==> src/rtl/change_dispenser.sv <==
// -----------------------------------------------------------------------------
// change_dispenser
//
// Coin-return side of the vending controller. Accepts a change request in
// nickel units over a valid/ready handshake and pays it out one coin at a
// time through a req/ack coin ejector: dimes first, then nickels. Keeps the
// dime and nickel inventory, which a refill port tops up.
//
// A request is checked against the inventory before any coin moves. If it
// cannot be paid in full it is rejected with an err pulse, and nothing is
// ejected.
//
// Ports:
//   clk           clock, all logic on posedge
//   reset_n       synchronous, active-low reset
//   req_valid     change request valid
//   req_amount    change owed, in nickel units
//   req_ready     block idle; request accepted when req_valid & req_ready
//   disp_dime     eject-one-dime request, held until disp_ack
//   disp_nickel   eject-one-nickel request, held until disp_ack
//   disp_ack      ejector has released the requested coin
//   refill_dime   add one dime to the inventory this cycle
//   refill_nickel add one nickel to the inventory this cycle
//   dime_count    current dime inventory
//   nickel_count  current nickel inventory
//   done          one-cycle pulse: request fully paid
//   err           one-cycle pulse: request rejected, not enough coins
// -----------------------------------------------------------------------------
module change_dispenser #(
  parameter int AMT_W       = 4,
  parameter int CNT_W       = 8,
  parameter int DIME_INIT   = 4,
  parameter int NICKEL_INIT = 4
) (
  input  logic             clk,
  input  logic             reset_n,
  input  logic             req_valid,
  input  logic [AMT_W-1:0] req_amount,
  output logic             req_ready,
  output logic             disp_dime,
  output logic             disp_nickel,
  input  logic             disp_ack,
  input  logic             refill_dime,
  input  logic             refill_nickel,
  output logic [CNT_W-1:0] dime_count,
  output logic [CNT_W-1:0] nickel_count,
  output logic             done,
  output logic             err
);

  typedef enum logic [2:0] {
    S_IDLE,
    S_CHECK,
    S_DIME,
    S_NICKEL,
    S_GAP,
    S_DONE,
    S_ERR
  } state_t;

  // The feasibility check mixes the amount and the inventory widths, so it
  // is done in a width that holds either value without truncation.
  localparam int CHK_W = ((AMT_W > CNT_W) ? AMT_W : CNT_W) + 1;

  state_t           state_q, state_d;
  logic [AMT_W-1:0] rem_q, rem_d;
  logic [CNT_W-1:0] dime_q, dime_d;
  logic [CNT_W-1:0] nickel_q, nickel_d;

  logic             dime_dec, nickel_dec;
  logic             rem_zero, rem_ge2, use_dime;
  logic [CHK_W-1:0] half_rem, dimes_ext, nickels_ext, d_use, n_need;
  state_t           coin_state;

  // Returns the updated inventory count. A refill and a payout of the same
  // coin in one cycle cancel out. A refill on its own saturates at all-ones.
  // A payout never occurs at zero, because a request is only started when
  // the inventory covers it and refills only ever add coins.
  function automatic logic [CNT_W-1:0] inv_next(input logic [CNT_W-1:0] cnt,
                                                input logic             inc,
                                                input logic             dec);
    logic [CNT_W-1:0] nxt;
    nxt = cnt;
    if (inc && dec) begin
      nxt = cnt;
    end else if (dec) begin
      nxt = cnt - CNT_W'(1);
    end else if (inc && (cnt != '1)) begin
      nxt = cnt + CNT_W'(1);
    end
    return nxt;
  endfunction

  // Feasibility check. Dimes are paid greedily, so the number of dimes used
  // is min(rem/2, dimes on hand). Whatever is left must come from nickels.
  always_comb begin
    half_rem    = CHK_W'(rem_q >> 1);
    dimes_ext   = CHK_W'(dime_q);
    nickels_ext = CHK_W'(nickel_q);
    d_use       = (half_rem < dimes_ext) ? half_rem : dimes_ext;
    n_need      = CHK_W'(rem_q) - (d_use << 1);
  end

  // Choice of the next coin. CHECK and GAP both make this same decision.
  assign rem_zero   = (rem_q == '0);
  assign rem_ge2    = |rem_q[AMT_W-1:1];
  assign use_dime   = rem_ge2 && (dime_q != '0);
  assign coin_state = rem_zero ? S_DONE : (use_dime ? S_DIME : S_NICKEL);

  // NOTE: every signal this block writes gets its default value first. A
  // path that leaves a combinational signal unassigned would infer a latch.
  always_comb begin
    state_d    = state_q;
    rem_d      = rem_q;
    dime_dec   = 1'b0;
    nickel_dec = 1'b0;

    unique case (state_q)
      S_IDLE: begin
        if (req_valid) begin
          rem_d   = req_amount;
          state_d = S_CHECK;
        end
      end
      S_CHECK: begin
        if (n_need > nickels_ext) begin
          state_d = S_ERR;
        end else begin
          state_d = coin_state;
        end
      end
      S_DIME: begin
        if (disp_ack) begin
          rem_d    = rem_q - AMT_W'(2);
          dime_dec = 1'b1;
          state_d  = S_GAP;
        end
      end
      S_NICKEL: begin
        if (disp_ack) begin
          rem_d      = rem_q - AMT_W'(1);
          nickel_dec = 1'b1;
          state_d    = S_GAP;
        end
      end
      // GAP holds both eject lines low for one cycle between coins.
      S_GAP:   state_d = coin_state;
      S_DONE:  state_d = S_IDLE;
      S_ERR:   state_d = S_IDLE;
      default: state_d = S_IDLE;
    endcase

    dime_d   = inv_next(dime_q, refill_dime, dime_dec);
    nickel_d = inv_next(nickel_q, refill_nickel, nickel_dec);
  end

  // NOTE: sequential state uses non-blocking assignments, so every register
  // updates from the values held before this clock edge.
  always_ff @(posedge clk) begin
    if (!reset_n) begin
      state_q  <= S_IDLE;
      rem_q    <= '0;
      dime_q   <= CNT_W'(DIME_INIT);
      nickel_q <= CNT_W'(NICKEL_INIT);
    end else begin
      state_q  <= state_d;
      rem_q    <= rem_d;
      dime_q   <= dime_d;
      nickel_q <= nickel_d;
    end
  end

  // All outputs are decoded from registered state only.
  assign req_ready    = (state_q == S_IDLE);
  assign disp_dime    = (state_q == S_DIME);
  assign disp_nickel  = (state_q == S_NICKEL);
  assign done         = (state_q == S_DONE);
  assign err          = (state_q == S_ERR);
  assign dime_count   = dime_q;
  assign nickel_count = nickel_q;

endmodule
==> config.mk <==
export PLATFORM = sky130hd
export DESIGN_NAME = change_dispenser
export DESIGN_NICKNAME = d
export VERILOG_FILES = /design/src/rtl/change_dispenser.sv
export SDC_FILE = /design/constraint.sdc
export NUM_CORES = 1
export LEC_CHECK = 0
export ABC_AREA = 1
export CORE_MARGIN = 3
export CORE_UTILIZATION = 42
export DETAILED_ROUTE_END_ITERATION = 10
export GPL_TIMING_DRIVEN = 0
export PLACE_DENSITY_LB_ADDON = 0.12
export REMOVE_ABC_BUFFERS = 1
export SKIP_LAST_GASP = 1
export SLEW_MARGIN = 25
export SYNTH_ARGS = -nofsm -noshare
export SYNTH_HDL_FRONTEND = slang
export SYNTH_SLANG_ARGS = --single-unit
==> constraint.sdc <==
create_clock -name clk -period 3.3 [get_ports clk]
set_input_delay 0.33 -clock clk [delete_from_list [all_inputs] [get_ports clk]]
set_output_delay 0.33 -clock clk [all_outputs]
set_load 0.1 [all_outputs]
* Yosys cells after proc, flatten, opt, wreduce, memory -nomap -nowiden
Cells that the tools add are included.
Word-level totals: register bits 23, bits of input ports 10, output and inout port bits 21
Operators by class: reductions and logical operators 17, $lt $le $gt $ge 2, add/subtract/negate cells 7, multiplexer cells 18, equal/unequal tests 12, bitwise operators 2
Operators with widths (number):
- two-way mux 8 bit | 5
- adder 8 x 1 -> 8 bit, second input constant | 2
- inequality test 8 bit, second input constant | 2
- subtractor 8 x 1 -> 8 bit, second input constant | 2
- two-way mux 3 bit | 4
- two-way mux 4 bit | 3
- one-hot mux 3 bit (4 select lines) | 1
- one-hot mux 4 bit (3 select lines) | 1
- equality test 3 bit, second input constant | 3
- greater-than comparator 9 x 8 -> 1 bit | 1
- subtractor 4 x 9 -> 9 bit | 1
- < comparator 3 x 8 -> 1 bit | 1
- nonzero test 8 bit | 1
- equality test 3 x 2 -> 1 bit, second input constant | 2
- inequality test 2 x 1 -> 1 bit, second input constant | 3
- AND reduction 2 bit | 3
- logical AND 1 bit | 5
- logical NOT 4 bit | 1
- two-way mux 1 bit | 4
- AND reduction 4 bit | 1
- nonzero test 2 bit | 2
- subtractor 4 x 1 -> 4 bit, second input constant | 1
- subtractor 4 x 2 -> 4 bit, second input constant | 1
- equality test 3 x 1 -> 1 bit, second input constant | 1
- other kinds (6) | 7

* Depth between registers and ports, before layout
Gate-level depths: netlist (run 1).
depth in word-level cells 6, mapped depth 23, depth with buffers taken out 23

* Least setup slack after synthesis (run 1)
OpenSTA, ideal clock, no wires.
path kind register -> register, from reg dime_q[1], in the netlist dime_count[1], to reg state_q[1], setup slack -0.599 ns, required time 3.191 ns, buffers on the path 0, cell stages (with the launch flop) 21, arrival time 3.790 ns, path through dfxtp_1 > inv_1 > ha_1 > a21oi_1 > nor2_1 > o21ai_0 > o21ai_0 > ha_1 > fa_1 > xnor2_1 > ha_1 > nand2_1 > a21oi_1 > nor2_1 > nor2_1 > nor2_1 > nand2_1 > nand3_1 > nand3_1 > nand2_1 > inv_1
Between the ends: longest elaborated chain between the ends 6
Ends and longest elaborated chain:
- start, declared | line 67 | logic [CNT_W-1:0] dime_q, dime_d;
- start signal, assigned | line 163 | dime_q <= CNT_W'(DIME_INIT);
- start signal, assigned | line 168 | dime_q <= dime_d;
- < comparator 3 x 8 -> 1 bit | line 100 | d_use = (half_rem < dimes_ext) ? half_rem : dimes_ext;
- two-way mux 8 bit (*) | line 100
- subtractor 4 x 9 -> 9 bit (*) | line 101 | n_need = CHK_W'(rem_q) - (d_use << 1);
- greater-than comparator 9 x 8 -> 1 bit (*) | line 126 | if (n_need > nickels_ext) begin
- two-way mux 3 bit (*) | line 126
- one-hot mux 3 bit (4 select lines) (*) | line 118 | unique case (state_q)
- end signal, assigned | line 166 | state_q <= state_d;
- end, declared | line 65 | state_t state_q, state_d;
Mark *: on every way between the ends. The rest lies on a longest branch, timed or not. A chain may end at the register's enable or synchronous reset.

* Final worst setup path (run 1)
Same ends and word-level chain as after synthesis.

==> impl_metrics.yaml, run 1 <==
worst_setup_path:
  cp_data_arrival_time_ns: 3.28
  crit_chain: "inv_2 > ha_1 > a21oi_1 > nor2_1 > o21ai_2 > nand2_1 > o21ai_0 > ha_2 > nand2_1 > nand2_1 > nor2_2 > ha_1 > a21o_1 > nor2_2 > nor2_1 > nor2_1 > nand2_1 > nand3_2 > nand3_1 > nand2_1 > inv_1"
  cp_max_fo: 6
  cp_slowest_cell: "dfxtp_4"
  critPathBufInv: 2
  required_ns: 3.48
  cp_common_cell: "nand2_1"
  crit_path_start_kind: "flip-flop"
  critPathMaxStageDelay_ns: 0.37
  critical-path-top-delay-family: "simple AND/OR/NAND/NOR gates"
  worstSetupPathType: "reg2reg"
  crit_path_end_kind: "flip-flop"
sta:
  relSlewSlack_pct: 34.2
  setup_violations: 0
  drv_slew: 0
  holdWs_ns: 0.563
  fmax_mhz: 322
  fin_crit_sh_pct: 94.2
  fin_crit_ns: 3.11
  hold_viol_final: 0
  finalSetupTns_ns: 0
  tightest_slew_ns: 0.983
  clock_skew_ns: 0.00237
logic_synthesis:
  ys_ff_latch: 23
  syn_inst: 332
  synth_top_area_cell: "dfxtp_1"
  avgSynthCellArea_um2: 6.72
  ys_top_cells_by_area: "dfxtp_1 (21%), ha_1 (16%), nand2_1 (11%)"
  syn_area_um2: 2230
  synth_top_area_share_pct: 20.7
  yosysWarnings: 0
  synth.distinct_cells: 35
  ys_seq_area_share_pct: 20.7
cells_and_area:
  layout-drive-gt1-share_pct: 12.3
  seqCellArea_um2: 469
  nets: 409
  n_antenna_cell: 0
  multi_input_area_um2: 1550
  fillers: 507
  areaGrowthSynthToFinish_pct: 22.1
clock_tree:
  ctsHoldBuffers: 0
  ctsHtreeMaxLevel: 1
  cts_root_buf: "clkbuf_8"
  cts_tree: "done"
  clockBufferDepth: 2
  cts.sinks: 23
  cts-buffers-inserted: 3
  clkTransAtPathRegs_ns: 0.09
  clkLatencyLatePin_ns: 0.27
pwr:
  power.density_nw_per_um2: 935
  vdd_ir_drop_max_uv: 530
  p_leak_uw: 0.00129
  total_power_uw: 2550
floorplanning:
  die_area_um2: 6220
  die_h_um: 78.9
  io_pins: 31
  core_area_um2: 4910
  rows: 25
  initial_core_util_pct: 45.4
  fp.dieW_um: 78.9
route:
  drc: 0
  dr.pass1.iters: 4
  wl_per_cell_um: 12.2
  viasPerCell: 4.99
  drt-initial-drc-count: 62
  antenna_left: 0
  num_vias: 2161
  wirelength_um: 5270
grt:
  grt_max_degree: 23
  grt_overflow: 0
  first_global_vias: 2017
  antenna_found_initial: 0
  track_usage_pct: 17.6
  grt_pass1_wl_um: 9010
run:
  maxCapViolCount: 0
worst_hold_path:
  hp-class: "reg2reg"
placed_design:
  gp_congestion: 0.821
  io_buffers: 30
  dp_hpwl_um: 3960
outcome:
  status: "complete, no violations"
flip-flops by register name, indices dropped and copies added, names as in the netlist:
name	count
state_q	3
rem_q	4
dime_count	8
nickel_count	8
per-layer routing:
metal,GRT usage [%],vias up,share of wire [%]
met5,0,-,0
met4,2.23,0,0.42
met3,3.63,2,3.1
met2,29.9,30,46
met1,23.8,963,50
li1,-,1166,-
cell families after synthesis:
logic type      count (synthesis)  share of synthesized area, %
simple gates                  129                          25.8
compound gates                 74                          19.3
buf+inv                        66                          12.1
fa+ha+maj                      32                          19.0
flops                          23                          20.7
xor+xnor                        8                          3.14
cells in the mapped netlist:
library cell,count
nor2_2,2
nor2_1,24
nand2_4,1
o211ai_2,2
xnor2_1,6
nand3_1,19
a21oi_2,2
buf_4,1
buf_12,1
a21oi_1,28
nand4_1,6
o211ai_1,2
a31oi_1,3
o22ai_1,3
dfxtp_1,23
a21o_1,2
o21ai_2,3
inv_2,3
or2_4,1
nand3b_1,1
nand2_1,68
nor4_1,1
o2111ai_1,1
ha_1,29
o21ai_1,5
o21bai_1,2
nand3_2,3
inv_1,58
xor2_1,2
nor3_1,2
buf_2,2
fa_1,3
nor2_4,1
clkbuf_1,1
o21ai_0,21
what timing repair did:
action,4_1_cts,5_1_grt
hold endpoints to repair,0,0
resized for setup,3,20
pin swaps,0,4
buffers inserted,0,5
setup endpoints to repair,3,3
cloned,0,0
area by class of cell:
class / instances / share of cell area, %
clock buffers: 3 / 1.52
repair buffers: 35 / 12.4
inverters: 61 / 8.41
well taps: 67 / 3.08
multi-input cells: 243 / 57.1
flip-flops and latches: 23 / 17.2
clock inverters: 1 / 0.276
tightest hold or removal path, cell delays in order (launching register included):
cell and delay [ns]:
dfxtp_1 0.36, a21oi_1 0.12, nor2_1 0.05
layout by cell type, fill, tap and decap left out, types with 2 or more instances in the layout:
cell type,netlist,final
xnor2_1,6,5
o22ai_1,3,3
dfxtp_1,23,20
ha_2,0,2
ha_1,29,26
a21oi_1,28,27
nand4_1,6,6
a21oi_2,2,3
o21ai_1,5,6
inv_1,58,56
o211ai_2,2,2
nand3_2,3,4
xor2_1,2,2
o21ai_2,3,5
dfxtp_4,0,2
nand2_1,68,68
buf_4,1,5
a21o_1,2,2
o211ai_1,2,2
inv_2,3,5
nand3_1,19,18
o21ai_0,21,18
nor3_1,2,2
nor2_2,2,6
clkbuf_8,0,3
o21bai_1,2,2
nor2_1,24,20
a31oi_1,3,3
fa_1,3,2
clkdlybuf4s50_1,0,30
worst paths after layout:
kind,start,endpoint,slack [ns],depth (start not counted)
max,dime_count[1],state_q[1],0.19,21
min,nickel_count[7],nickel_count[7],0.56,2
max reg2reg,dime_count[1],state_q[1],0.19,21
min reg2reg,nickel_count[7],nickel_count[7],0.56,2
where the power goes:
part	total [µW]	internal, µW	switching, µW	leakage, µW
combinational	1920	711	1210	0.00107
sequential	435	347	88.8	0.000191
clock	193	85.8	107	0.0000217
total	2550	1140	1400	0.00129
stage by stage:
step	utilization [%]	worst slack, ns	cells	area, µm²
after floorplan	-	-0.601	327	2190
after global placement	52.4	-0.217	424	2570
after detailed placement	52.4	-0.221	424	2570
after CTS	53.5	0.0281	428	2630
after global routing	55.4	-0.0628	433	2720
final	55.4	0.193	433	2720
(Power assumes the default switching activity.)
==> run 2: changes to the inputs <==
- clock period: 3.3 -> 3 ns (I/O delays scaled with it)
==> impl_metrics.yaml, run 2 (same netlist as run 1, synthesis figures left out) <==
outcome:
  status: "finished, violations left"
  violations: "setup timing"
worst_setup_path:
  crit_path_end_kind: "flip-flop"
  reg2reg_slack_ns: -0.008
  rr_worst_depth: 21
  required_ns: 3.23
  rr_endpoint: "state_q[1]"
  cp_data_arrival_time_ns: 3.23
  cp_max_fo: 6
  reg2reg_from: "dime_count[1]"
  crit_path_start_kind: "flip-flop"
  worstSetupPathType: "reg2reg"
clock_tree:
  cts_root_buf: "clkbuf_8"
  cts.sinks: 23
  clkLatencyLatePin_ns: 0.28
  clockBufferDepth: 2
  cts_tree: "done"
  clkTransAtPathRegs_ns: 0.09
  ctsHtreeMaxLevel: 1
  ctsHoldBuffers: 0
  cts-buffers-inserted: 3
route:
  viasPerCell: 5.12
  dr.pass1.iters: 4
  num_vias: 2259
  drt-initial-drc-count: 128
  antenna_left: 0
  wirelength_um: 5630
  wl_per_cell_um: 12.8
  drc: 0
placed_design:
  dp_hpwl_um: 3960
  gp_congestion: 0.821
  io_buffers: 30
pwr:
  p_leak_uw: 0.00134
  total_power_uw: 3200
  power.density_nw_per_um2: 1090
  vdd_ir_drop_max_uv: 634
run:
  maxCapViolCount: 0
sta:
  fin_crit_sh_pct: 100
  fin_crit_ns: 3.01
  clock_skew_ns: 0.00332
  drv_slew: 0
  setup_violations: 1
  fin_ws_ns: -0.00791
  relSlewSlack_pct: 34.2
  fmax_mhz: 332
  tightest_slew_ns: 0.985
  rsz0062_at_grt: "true"
  hold_viol_final: 0
cells_and_area:
  final_core_util_pct: 59.6
  fillers: 476
  areaGrowthSynthToFinish_pct: 31.4
  layout-drive-gt1-share_pct: 20.1
  layout_commonest_cell: "nand2_1"
  final_cell_mix: "nand2_1 (62), inv_1 (52), clkdlybuf4s50_1 (30), a21oi_1 (26), ha_1 (22)"
  n_antenna_cell: 0
  nets: 417
grt:
  grt_max_degree: 23
  grt_pass1_wl_um: 9520
  track_usage_pct: 18.6
  grt_overflow: 0
  first_global_vias: 2155
  antenna_found_initial: 0
floorplanning:
  die_area_um2: 6220
  fp.dieW_um: 78.9
  die_h_um: 78.9
  io_pins: 31
  initial_core_util_pct: 45.4
  core_area_um2: 4910
  rows: 25
worst_hold_path:
  worstHoldStart: "dime_count[0]"
  hp-class: "reg2reg"
  whs_path_depth: 1
  hold_end: "dime_count[0]"
[run 2: cell count changes in the layout (fill, tap and decap cells not counted), sizes merged]
| cell | delta |
|---|---|
| buf | +8 |
[run 2: metal layers]
metal | track usage [%] | wire length (µm) | vias to the layer above | part of all wire [%]
met4 | 3.78 | 67 | 0 | 1.2
met5 | 0 | 0 | - | 0
li1 | - | - | 1177 | -
met2 | 32.5 | 2720 | 41 | 48
met3 | 3.85 | 220 | 6 | 3.9
met1 | 23.7 | 2620 | 1035 | 47
[run 2: power by group]
group | internal [µW] | switching, µW | total, µW
clock | 94.4 | 117 | 212
combinational | 1000 | 1510 | 2510
sequential | 387 | 94.4 | 481
total | 1480 | 1720 | 3200
[run 2: how the worst max path moves through the flow]
stage / startpoint / end / slack (ns) / cells past startpoint
detailed placement: dime_count[1] / state_q[1] / -0.52 / 20
finish: dime_count[1] / state_q[1] / -0.008 / 21
global placement: dime_count[1] / state_q[1] / -0.52 / 20
CTS: dime_count[4] / state_q[1] / 0.003 / 21
floorplan: dime_count[1] / state_q[1] / -0.90 / 20
global route: dime_count[1] / state_q[1] / -0.14 / 21
[run 2: cell type report]
class / instances / area [µm²] / share of cell area (%)
clock buffers: 3 / 41.3 / 1.41
flip-flops and latches: 23 / 479 / 16.4
clock inverters: 1 / 7.51 / 0.256
repair buffers: 43 / 405 / 13.8
multi-input cells: 243 / 1680 / 57.4
inverters: 61 / 231 / 7.90
well taps: 67 / 83.8 / 2.86
[run 2: timing repair]
item | in CTS | in global routing
pin swaps | 12 | 23
buffers inserted | 7 | 6
resized for setup | 21 | 36
setup endpoints to repair | 3 | 3
[run 2: through the flow]
step	setup WS (ns)	instances	hold WS [ns]	area (µm²)	TNS, ns
floorplan	-0.901	327	0.398	2190	-2.63
global placement	-0.517	424	0.524	2570	-1.37
detailed placement	-0.521	424	0.533	2570	-1.40
CTS	0.00309	435	0.553	2740	0
global route	-0.141	441	0.564	2930	-0.373
finish	-0.00791	441	0.522	2930	-0.00791
[run 2: critical path, cell delays in order (launching register included)]
cell,delay (ns)
dfxtp_2,0.36
inv_4,0.05
ha_4,0.21
a21oi_2,0.15
nor2_2,0.06
o21ai_4,0.21
buf_6,0.14
o21ai_4,0.06
buf_6,0.11
fa_2,0.53
inv_2,0.04
ha_4,0.26
nand2_2,0.05
a21oi_2,0.17
nor2_2,0.06
nor2_1,0.10
nor2_1,0.05
nand2_1,0.08
nand3_2,0.09
nand3_2,0.07
nand2_1,0.04
inv_1,0.07
